### config.mk
export PLATFORM = sky130hd
export DESIGN_NAME = wb_port_arbiter
export DESIGN_NICKNAME = d
export VERILOG_FILES = /design/src/rtl/wb_port_arbiter.sv
export SDC_FILE = /design/constraint.sdc
export NUM_CORES = 1
export LEC_CHECK = 0
export ABC_AREA = 1
export CORE_MARGIN = 8
export CORE_UTILIZATION = 54
export CTS_CLUSTER_SIZE = 8
export DETAILED_ROUTE_END_ITERATION = 10
export GPL_ROUTABILITY_DRIVEN = 0
export MAX_ROUTING_LAYER = met4
export PLACE_DENSITY = 0.82
export SYNTH_ARGS = -nofsm -noshare
export SYNTH_HDL_FRONTEND = slang
export SYNTH_SLANG_ARGS = --single-unit
### constraint.sdc
create_clock -name clk -period 3.8 [get_ports clk]
set_input_delay 0.95 -clock clk [delete_from_list [all_inputs] [get_ports clk]]
set_output_delay 0.95 -clock clk [all_outputs]
set_load 0.01 [all_outputs]
### src/rtl/wb_port_arbiter.sv
// Register-file write-port arbiter: in-order pipeline writeback vs. a FIFO of
// out-of-band long-latency results, with starvation/full stall of the pipeline.
module wb_port_arbiter #(
  parameter int DEPTH    = 4,
  parameter int MAX_WAIT = 8,
  parameter int DW       = 32,
  parameter int AW       = 5
) (
  input  logic                     clk,
  input  logic                     rst,
  input  logic                     pipe_we,
  input  logic [AW-1:0]            pipe_rd,
  input  logic [DW-1:0]            pipe_data,
  input  logic                     lu_valid,
  output logic                     lu_ready,
  input  logic [AW-1:0]            lu_rd,
  input  logic [DW-1:0]            lu_data,
  output logic                     stall_pipe,
  output logic                     reg_write,
  output logic [AW-1:0]            rd,
  output logic [DW-1:0]            result,
  output logic [$clog2(DEPTH):0]   fifo_count
);

  localparam int PW = $clog2(DEPTH);
  localparam int CW = PW + 1;
  localparam int WW = $clog2(MAX_WAIT + 1);

  logic [AW-1:0] mem_rd_r   [DEPTH];
  logic [DW-1:0] mem_data_r [DEPTH];
  logic [PW-1:0] head_r;
  logic [PW-1:0] tail_r;
  logic [CW-1:0] count_r;
  logic [WW-1:0] wait_r;

  logic pipe_req_s;
  logic full_s;
  logic push_s;
  logic pop_s;
  logic grant_pipe_s;

  // Request qualification, handshake and grant priority.
  always_comb begin
    pipe_req_s   = pipe_we && (pipe_rd != {AW{1'b0}});
    full_s       = (count_r == CW'(DEPTH));
    lu_ready     = !full_s;
    push_s       = lu_valid && !full_s && (lu_rd != {AW{1'b0}});
    stall_pipe   = (count_r != {CW{1'b0}}) && ((wait_r >= WW'(MAX_WAIT)) || full_s);
    pop_s        = 1'b0;
    grant_pipe_s = 1'b0;
    if (stall_pipe) begin
      pop_s = 1'b1;
    end else if (pipe_req_s) begin
      grant_pipe_s = 1'b1;
    end else if (count_r != {CW{1'b0}}) begin
      pop_s = 1'b1;
    end else begin
      pop_s        = 1'b0;
      grant_pipe_s = 1'b0;
    end
  end

  assign fifo_count = count_r;

  // FIFO storage; contents are don't-care until pushed, so no reset.
  always_ff @(posedge clk) begin
    if (push_s) begin
      mem_rd_r[tail_r]   <= lu_rd;
      mem_data_r[tail_r] <= lu_data;
    end
  end

  // Pointers, occupancy and head wait counter.
  always_ff @(posedge clk or posedge rst) begin
    if (rst) begin
      head_r  <= {PW{1'b0}};
      tail_r  <= {PW{1'b0}};
      count_r <= {CW{1'b0}};
      wait_r  <= {WW{1'b0}};
    end else begin
      if (push_s) tail_r <= tail_r + PW'(1);
      if (pop_s)  head_r <= head_r + PW'(1);
      count_r <= count_r + CW'(push_s) - CW'(pop_s);
      // A fresh head (after a pop, or into an empty FIFO) starts waiting at 0.
      if ((count_r == {CW{1'b0}}) || pop_s) begin
        wait_r <= {WW{1'b0}};
      end else if (wait_r < WW'(MAX_WAIT)) begin
        wait_r <= wait_r + WW'(1);
      end else begin
        wait_r <= wait_r;
      end
    end
  end

  // Registered write port; address/data hold when nothing is granted.
  always_ff @(posedge clk or posedge rst) begin
    if (rst) begin
      reg_write <= 1'b0;
      rd        <= {AW{1'b0}};
      result    <= {DW{1'b0}};
    end else if (pop_s) begin
      reg_write <= 1'b1;
      rd        <= mem_rd_r[head_r];
      result    <= mem_data_r[head_r];
    end else if (grant_pipe_s) begin
      reg_write <= 1'b1;
      rd        <= pipe_rd;
      result    <= pipe_data;
    end else begin
      reg_write <= 1'b0;
    end
  end

endmodule
==> run_results.csv, run 1 <==
group,metric,value,unit
final_layout,layout.cells.most_common,"sky130_fd_sc_hd__nand2_1",
cts,ctsRootBufferMaster,"sky130_fd_sc_hd__clkbuf_16",
routing,num_vias,5740,
final_layout,post_route_cells_drive_above_1_share,6.07,%
global_routing,grt_remaining_overflow,0,
sta,timing.clock.skew,0.00737,ns
final_layout,design_area,0.0102,sq mm
logic_synthesis,average_size_of_a_mapped_cell,10.6,sq um
critical_path,cp.buffers_inverters,1,
pwr,irDropWorstVdd,0.395,mV
global_routing,antenna_found_initial,0,
sta,rsz0062_at_grt,"false",
placement,dp_hpwl,11.7,mm
critical_path,worstSetupStartpointType,"register",
floorplan,placement_rows,45,
routing,drt_first_iter_violations,509,
sta,worstMarginPinSlew,0.793,ns
critical_path,crit_path_end_kind,"output port",
final_layout,stdcell_count,1094,
critical_path,worst_ep_arrival_time,1.83,ns
logic_synthesis,postSynth.asyncResetShare,24.9,%
final_layout,final_nets,980,
min_path,worst_hold_end,"result[15]",
critical_path,critical_path.max_fanout,4,
critical_path,worst_path_max_delay_cell,"sky130_fd_sc_hd__clkdlybuf4s50_1",
sta,report.final.setup_viol,0,
sta,clock.fmax,360,MHz
critical_path,setup.worst_path.class,"register to output port",
cts,cts_made_buffers,17,
logic_synthesis,number_of_enable_flip_flop_cells_after_synthesis,148,
logic_synthesis,yosysWarnings,0,
placement,placedCellCount,1062,
logic_synthesis,synth.cell_area,0.00830,sq mm
min_path,hold-path-cell-count,2,
cts,clk_transition_reported_paths,0.07,ns
placement,placed_cell_area,0.00963,sq mm
logic_synthesis,postSynth.topFlopCell,"sky130_fd_sc_hd__edfxtp_1",
cts,cts_tree,"yes",
logic_synthesis,fraction_of_the_yosys_area_taken_by_sequential_cells,68.3,%
sta,hold_viol_final,0,
routing,drc,0,
critical_path,regToRegEndpoint,"fifo_count[2]",
final_layout,most_used_cells_in_the_layout_excluding_fill_and_tap_cells,"299 x sky130_fd_sc_hd__nand2_1, 151 x sky130_fd_sc_hd__nand3_1, 148 x sky130_fd_sc_hd__edfxtp_1",
floorplan,dieArea,0.0196,sq mm
critical_path,crit_required,2.85,ns
min_path,holdCritPathClass,"register to register",
floorplan,floorplan.initialDensity,55.0,%
critical_path,ff2ff_path_depth,12,
floorplan,die_height,140,um
critical_path,path_delay_family,"buffers and inverters",
critical_path,worst_path_cell_trace,"nor2_4 > nor2_2 > a21oi_1 > clkdlybuf4s50_1",
cts,cts_max_level,4,
sta,holdWs,0.478,ns
sta,final_period_demand_of_the_worst_path,2.78,ns
logic_synthesis,synth_area_leaders,"sky130_fd_sc_hd__edfxtp_1 54%, sky130_fd_sc_hd__dfrtp_1 15%, sky130_fd_sc_hd__nand2_1 14%",
floorplan,die_w,140,um
global_routing,first_global_vias,5639,
routing,avgRoutedWirePerCell,16.7,um
floorplan,placeableCoreArea,0.0151,sq mm
cts,clock_path_buffers,2,
routing,ant_nets,0,
final_layout,fill_cells,1082,
placement,port_buffers,120,
logic_synthesis,synth.net_count,870,
routing,viasPerCell,5.25,
final_layout,area_taken_by_multi_input_logic_gates,0.00220,sq mm
routing,drt_pass1_iterations,5,
global_routing,global_route.usage.met3,4.21,%
cts,hold_buffers,0,
logic_synthesis,postSynthCellCount,783,
global_routing,grt_start_max_net_pins,76,
critical_path,worst-r2r-setup-slack,1.57,ns
min_path,worstHoldStart,"result[15]",
cts,clock_latency,0.43,ns
floorplan,io_pins,121,
routing,wire_length_reported_by_the_detailed_router,18.3,mm
run_status,run_status,"finished, final reports clean",
sta,final-max-slew-violation-count,0,
global_routing,globalRouteMet2Util,30.4,%
sta,final_min_period_over_clock_period,73.1,%
critical_path,reg2reg_from,"fifo_count[1]",
global_routing,global_route.peak_usage_layer,"met2",
logic_synthesis,synth.distinct_cells,24,
cts,cts_setup_buffers,0,
cts,cts.sinks,197,
logic_synthesis,synth_top_area_share,53.6,%
sta,timing.max_slew.rel_slack,47.0,%
global_routing,groute.layer.met1.usage,25.5,%
critical_path,critical_path.max_stage_delay,0.57,ns
cts,postCtsResizedCells,0,
pwr,total_power,7.85,mW
pwr,leakage_power_of_the_design,4.22,nW
pwr,power_density,771,mW/mm^2
logic_synthesis,synthDominantAreaCellType,"sky130_fd_sc_hd__edfxtp_1",
run,cap_violations,0,
global_routing,first_pass_grt_wire_length,29.3,mm
final_layout,seqCellArea,0.00567,sq mm
global_routing,track_usage,19.7,%
final_layout,flow.area_growth_from_synthesis,22.6,%
sta,setup_tns,0,ns
final_layout,diodes,0,
logic_synthesis,ys_ff_latch,197,
## metal layers
layer / part of all wire, % / up-vias / wire (um)
met3: 6.2 / 25 / 1140
met5: 0 / - / 0
li1: - / 2812 / -
met1: 45 / 2728 / 8300
met4: 1.7 / 0 / 317
met2: 47 / 175 / 8500
## power by group
part | total [mW] | leakage (nW) | switching, mW | internal (mW)
clock network | 1.63 | 0.266 | 0.707 | 0.922
registers | 3.15 | 1.92 | 0.220 | 2.93
logic | 3.07 | 2.03 | 1.91 | 1.16
## synth_stat cells (all sizes together), types with 2 or more instances
master and n:
a21oi 3, xnor2 2, edfxtp 148, nand2 301, nor2 14, dfrtp 49
buf 42, inv 55, xor2 3, nand3 153, clkbuf 2, ha 8
## metrics by stage
stage	setup WS, ns	utilization (%)
floorplan	0.597	-
global placement	0.661	63.8
detailed placement	0.589	63.8
CTS	1.02	67.4
global route	0.917	67.4
finish	1.02	67.4
## kinds of logic (layout without fill, tap and decap cells)
logic type,Yosys count,in the layout,share of synthesized area (%)
and+or+nand+nor,469,469,23.8
DFF,197,197,68.3
buffers and inverters,99,222,5.56
adders and majority gates,9,9,1.45
xor gates and xnor gates,5,5,0.528
AOI/OAI and AO/OA,4,4,0.286
## layout make-up
cell class | count | area share (%)
flip-flops and latches | 197 | 55.8
multi-input cells | 487 | 21.7
repair buffers | 135 | 12.9
clock buffers | 28 | 5.08
well taps | 188 | 2.31
inverters | 55 | 2.03
clock inverters | 4 | 0.221
## how the worst max path moves through the flow
stage                             start                to  slack, ns  cells past startpoint
after floorplan                lu_rd[3]  mem_data_r[0][0]       0.60                      4
after global placement       pipe_rd[4]     fifo_count[2]       0.66                     13
after detailed placement     pipe_rd[4]     fifo_count[2]       0.59                     13
after CTS                 fifo_count[1]        stall_pipe       1.02                      4
after global routing         pipe_rd[4]     fifo_count[2]       0.92                     13
final                     fifo_count[1]        stall_pipe       1.02                      4
## tightest hold or removal path, stage by stage, from the launching register on
cell                      delay, ns
sky130_fd_sc_hd__dfrtp_1       0.34
sky130_fd_sc_hd__nand2_1       0.05
sky130_fd_sc_hd__nand2_1       0.05
## sequential cells by signal, indices dropped and copies added, names as in the netlist
signal	count
head_r	2
result	32
fifo_count	3
wait_r	4
mem_data_r	128
mem_rd_r	20
tail_r	2
rd	5
reg_write	1
No activity file was read; power rests on OpenSTA's default activity.
==> run 2: changes to the inputs <==
==> constraint.sdc (replaced) <==
create_clock -name clk -period 2.6 [get_ports clk]
set_input_delay 0.65 -clock clk [delete_from_list [all_inputs] [get_ports clk]]
set_output_delay 0.65 -clock clk [all_outputs]
set_load 0.01 [all_outputs]
==> run 2 against run 1 <==
  * Clock power is 38% higher
  * Die area stayed put
  * Final cell count is 0.73% higher
  * Largest power group unchanged
==> run_results.csv, run 2 (synthesis gave the netlist of run 1 again) <==
group,metric,value,unit
sta,final_min_period_over_clock_period,95.5,%
floorplan,dieArea,0.0196,sq mm
floorplan,placeableCoreArea,0.0151,sq mm
routing,num_vias,5830,
sta,timing.max_slew.rel_slack,49.4,%
final_layout,final_nets,987,
final_layout,post_route_cells_drive_above_1_share,6.68,%
final_layout,flip_flop_count_of_the_largest_register_all_copies_and_words_added,128,
floorplan,io_pins,121,
routing,ant_nets,0,
routing,avgRoutedWirePerCell,16.7,um
routing,wire_length_reported_by_the_detailed_router,18.5,mm
critical_path,regToRegEndpoint,"fifo_count[2]",
sta,final-max-slew-violation-count,0,
critical_path,worst_ep_arrival_time,1.83,ns
global_routing,track_usage,19.8,%
sta,setup_tns,0,ns
sta,clock.fmax,403,MHz
sta,report.final.setup_viol,0,
pwr,irDropWorstVdd,0.610,mV
sta,worstMarginPinSlew,0.759,ns
cts,ctsRootBufferMaster,"sky130_fd_sc_hd__clkbuf_16",
routing,drc,0,
global_routing,grt_start_max_net_pins,76,
routing,viasPerCell,5.29,
run,cap_violations,0,
final_layout,largest_registers,"mem_data_r (128), result (32), mem_rd_r (20)",
placement,port_buffers,120,
cts,cts_max_level,4,
pwr,leakage_power_of_the_design,4.25,nW
pwr,net_switching_fraction_of_the_power,36.6,%
floorplan,floorplan.initialDensity,55.0,%
sta,final_period_demand_of_the_worst_path,2.48,ns
sta,timing.clock.skew,0.00568,ns
min_path,holdCritPathClass,"register to register",
routing,drt_pass1_iterations,5,
global_routing,first_global_vias,5581,
pwr,p_int,7.24,mW
placement,dp_hpwl,11.9,mm
cts,hold_buffers,0,
critical_path,crit_required,1.95,ns
final_layout,registers.top_by_ff_count,"mem_data_r",
sta,hold_viol_final,0,
floorplan,placement_rows,45,
sta,rsz0062_at_grt,"false",
final_layout,most_used_cells_in_the_layout_excluding_fill_and_tap_cells,"299 x sky130_fd_sc_hd__nand2_1, 151 x sky130_fd_sc_hd__nand3_1, 148 x sky130_fd_sc_hd__edfxtp_1",
pwr,sequentialPowerShare,40.3,%
cts,cts_tree,"yes",
cts,cts_setup_buffers,0,
global_routing,grt_remaining_overflow,0,
critical_path,ff2ff_path_depth,12,
critical_path,setup.worst_path.end,"stall_pipe",
routing,drt_first_iter_violations,632,
critical_path,reg2reg_from,"fifo_count[1]",
final_layout,layout.cells.most_common,"sky130_fd_sc_hd__nand2_1",
critical_path,critical_path.max_fanout,4,
critical_path,critPathLaunch,"fifo_count[1]",
cts,cts.sinks,197,
final_layout,flow.area_growth_from_synthesis,23.5,%
floorplan,die_height,140,um
cts,clock_latency,0.43,ns
run_status,run_status,"finished, final reports clean",
cts,cts_made_buffers,17,
pwr,comb_power_share,40.0,%
pwr,switching_power,4.18,mW
critical_path,crit_path_end_kind,"output port",
final_layout,layout.core_utilization,67.9,%
global_routing,antenna_found_initial,1,
cts,clk_transition_reported_paths,0.06,ns
critical_path,setup.worst_path.class,"register to output port",
critical_path,worst-r2r-setup-slack,0.39,ns
global_routing,first_pass_grt_wire_length,29.1,mm
cts,postCtsResizedCells,0,
pwr,p_clk_share,19.7,%
floorplan,die_w,140,um
cts,clock_path_buffers,2,
critical_path,worstSetupStartpointType,"register",
pwr,power_density,1110,mW/mm^2
pwr,total_power,11.4,mW
## run 2: changes by cell type in the layout (fill, tap and decap cells not counted), moves of 2 or more
cell,delta
sky130_fd_sc_hd__clkbuf_8,-5
sky130_fd_sc_hd__clkinv_1,+5
sky130_fd_sc_hd__buf_4,+2
sky130_fd_sc_hd__clkbuf_1,-4
sky130_fd_sc_hd__buf_12,+5
## run 2: through the flow
step | area, sq um | hold WS, ns | worst slack (ns) | std cells
finish | 10200 | 0.483 | 0.117 | 1102
global route | 10200 | 0.497 | 0.0211 | 1102
floorplan | 8300 | 0.454 | -0.303 | 783
global placement | 9750 | 0.460 | -0.209 | 1069
detailed placement | 9750 | 0.465 | -0.270 | 1069
CTS | 10200 | 0.482 | 0.0937 | 1101
## run 2: critical path, cell delays in order (launching register included)
cell	delay (ns)
sky130_fd_sc_hd__dfrtp_1	0.46
sky130_fd_sc_hd__nor2_4	0.19
sky130_fd_sc_hd__nor2_2	0.07
sky130_fd_sc_hd__a21oi_1	0.12
sky130_fd_sc_hd__clkdlybuf4s50_1	0.56
## run 2: routing by layer
metal / up-vias / track usage (%) / part of all wire (%)
met4: 0 / 8.29 / 1.7
met3: 25 / 4.83 / 8.4
li1: 2815 / - / -
met2: 221 / 29.7 / 47
met1: 2769 / 25.4 / 43
met5: - / - / 0
## run 2: worst min path at each step
| stage | to | cells past startpoint | from | slack [ns] |
|---|---|---|---|---|
| floorplan | wait_r[0] | 1 | wait_r[0] | 0.45 |
| global placement | result[6] | 2 | result[6] | 0.46 |
| detailed placement | result[6] | 2 | result[6] | 0.47 |
| CTS | result[6] | 2 | result[6] | 0.48 |
| global route | result[6] | 2 | result[6] | 0.50 |
| finish | rd[1] | 2 | rd[1] | 0.48 |
## run 2: area by class of cell
cell class                 instances  area (sq um)
antenna                            1          2.50
clock buffer                      19           433
clock inverter                    13          67.6
fill                            1091          4840
inverter                          55           206
multi-input combinational        487          2200
sequential                       197          5670
tap                              188           235
timing repair buffer             142          1430
## run 2: power groups by stage
stage	logic (mW)	registers (mW)	clock network (mW)
2_1_floorplan	2.64	4.79	0
3_3_place_gp	4.47	4.62	0
3_5_place_dp	4.58	4.66	0
4_1_cts	4.60	4.60	2.28
5_1_grt	5.05	4.68	2.39
6_report	4.57	4.60	2.25
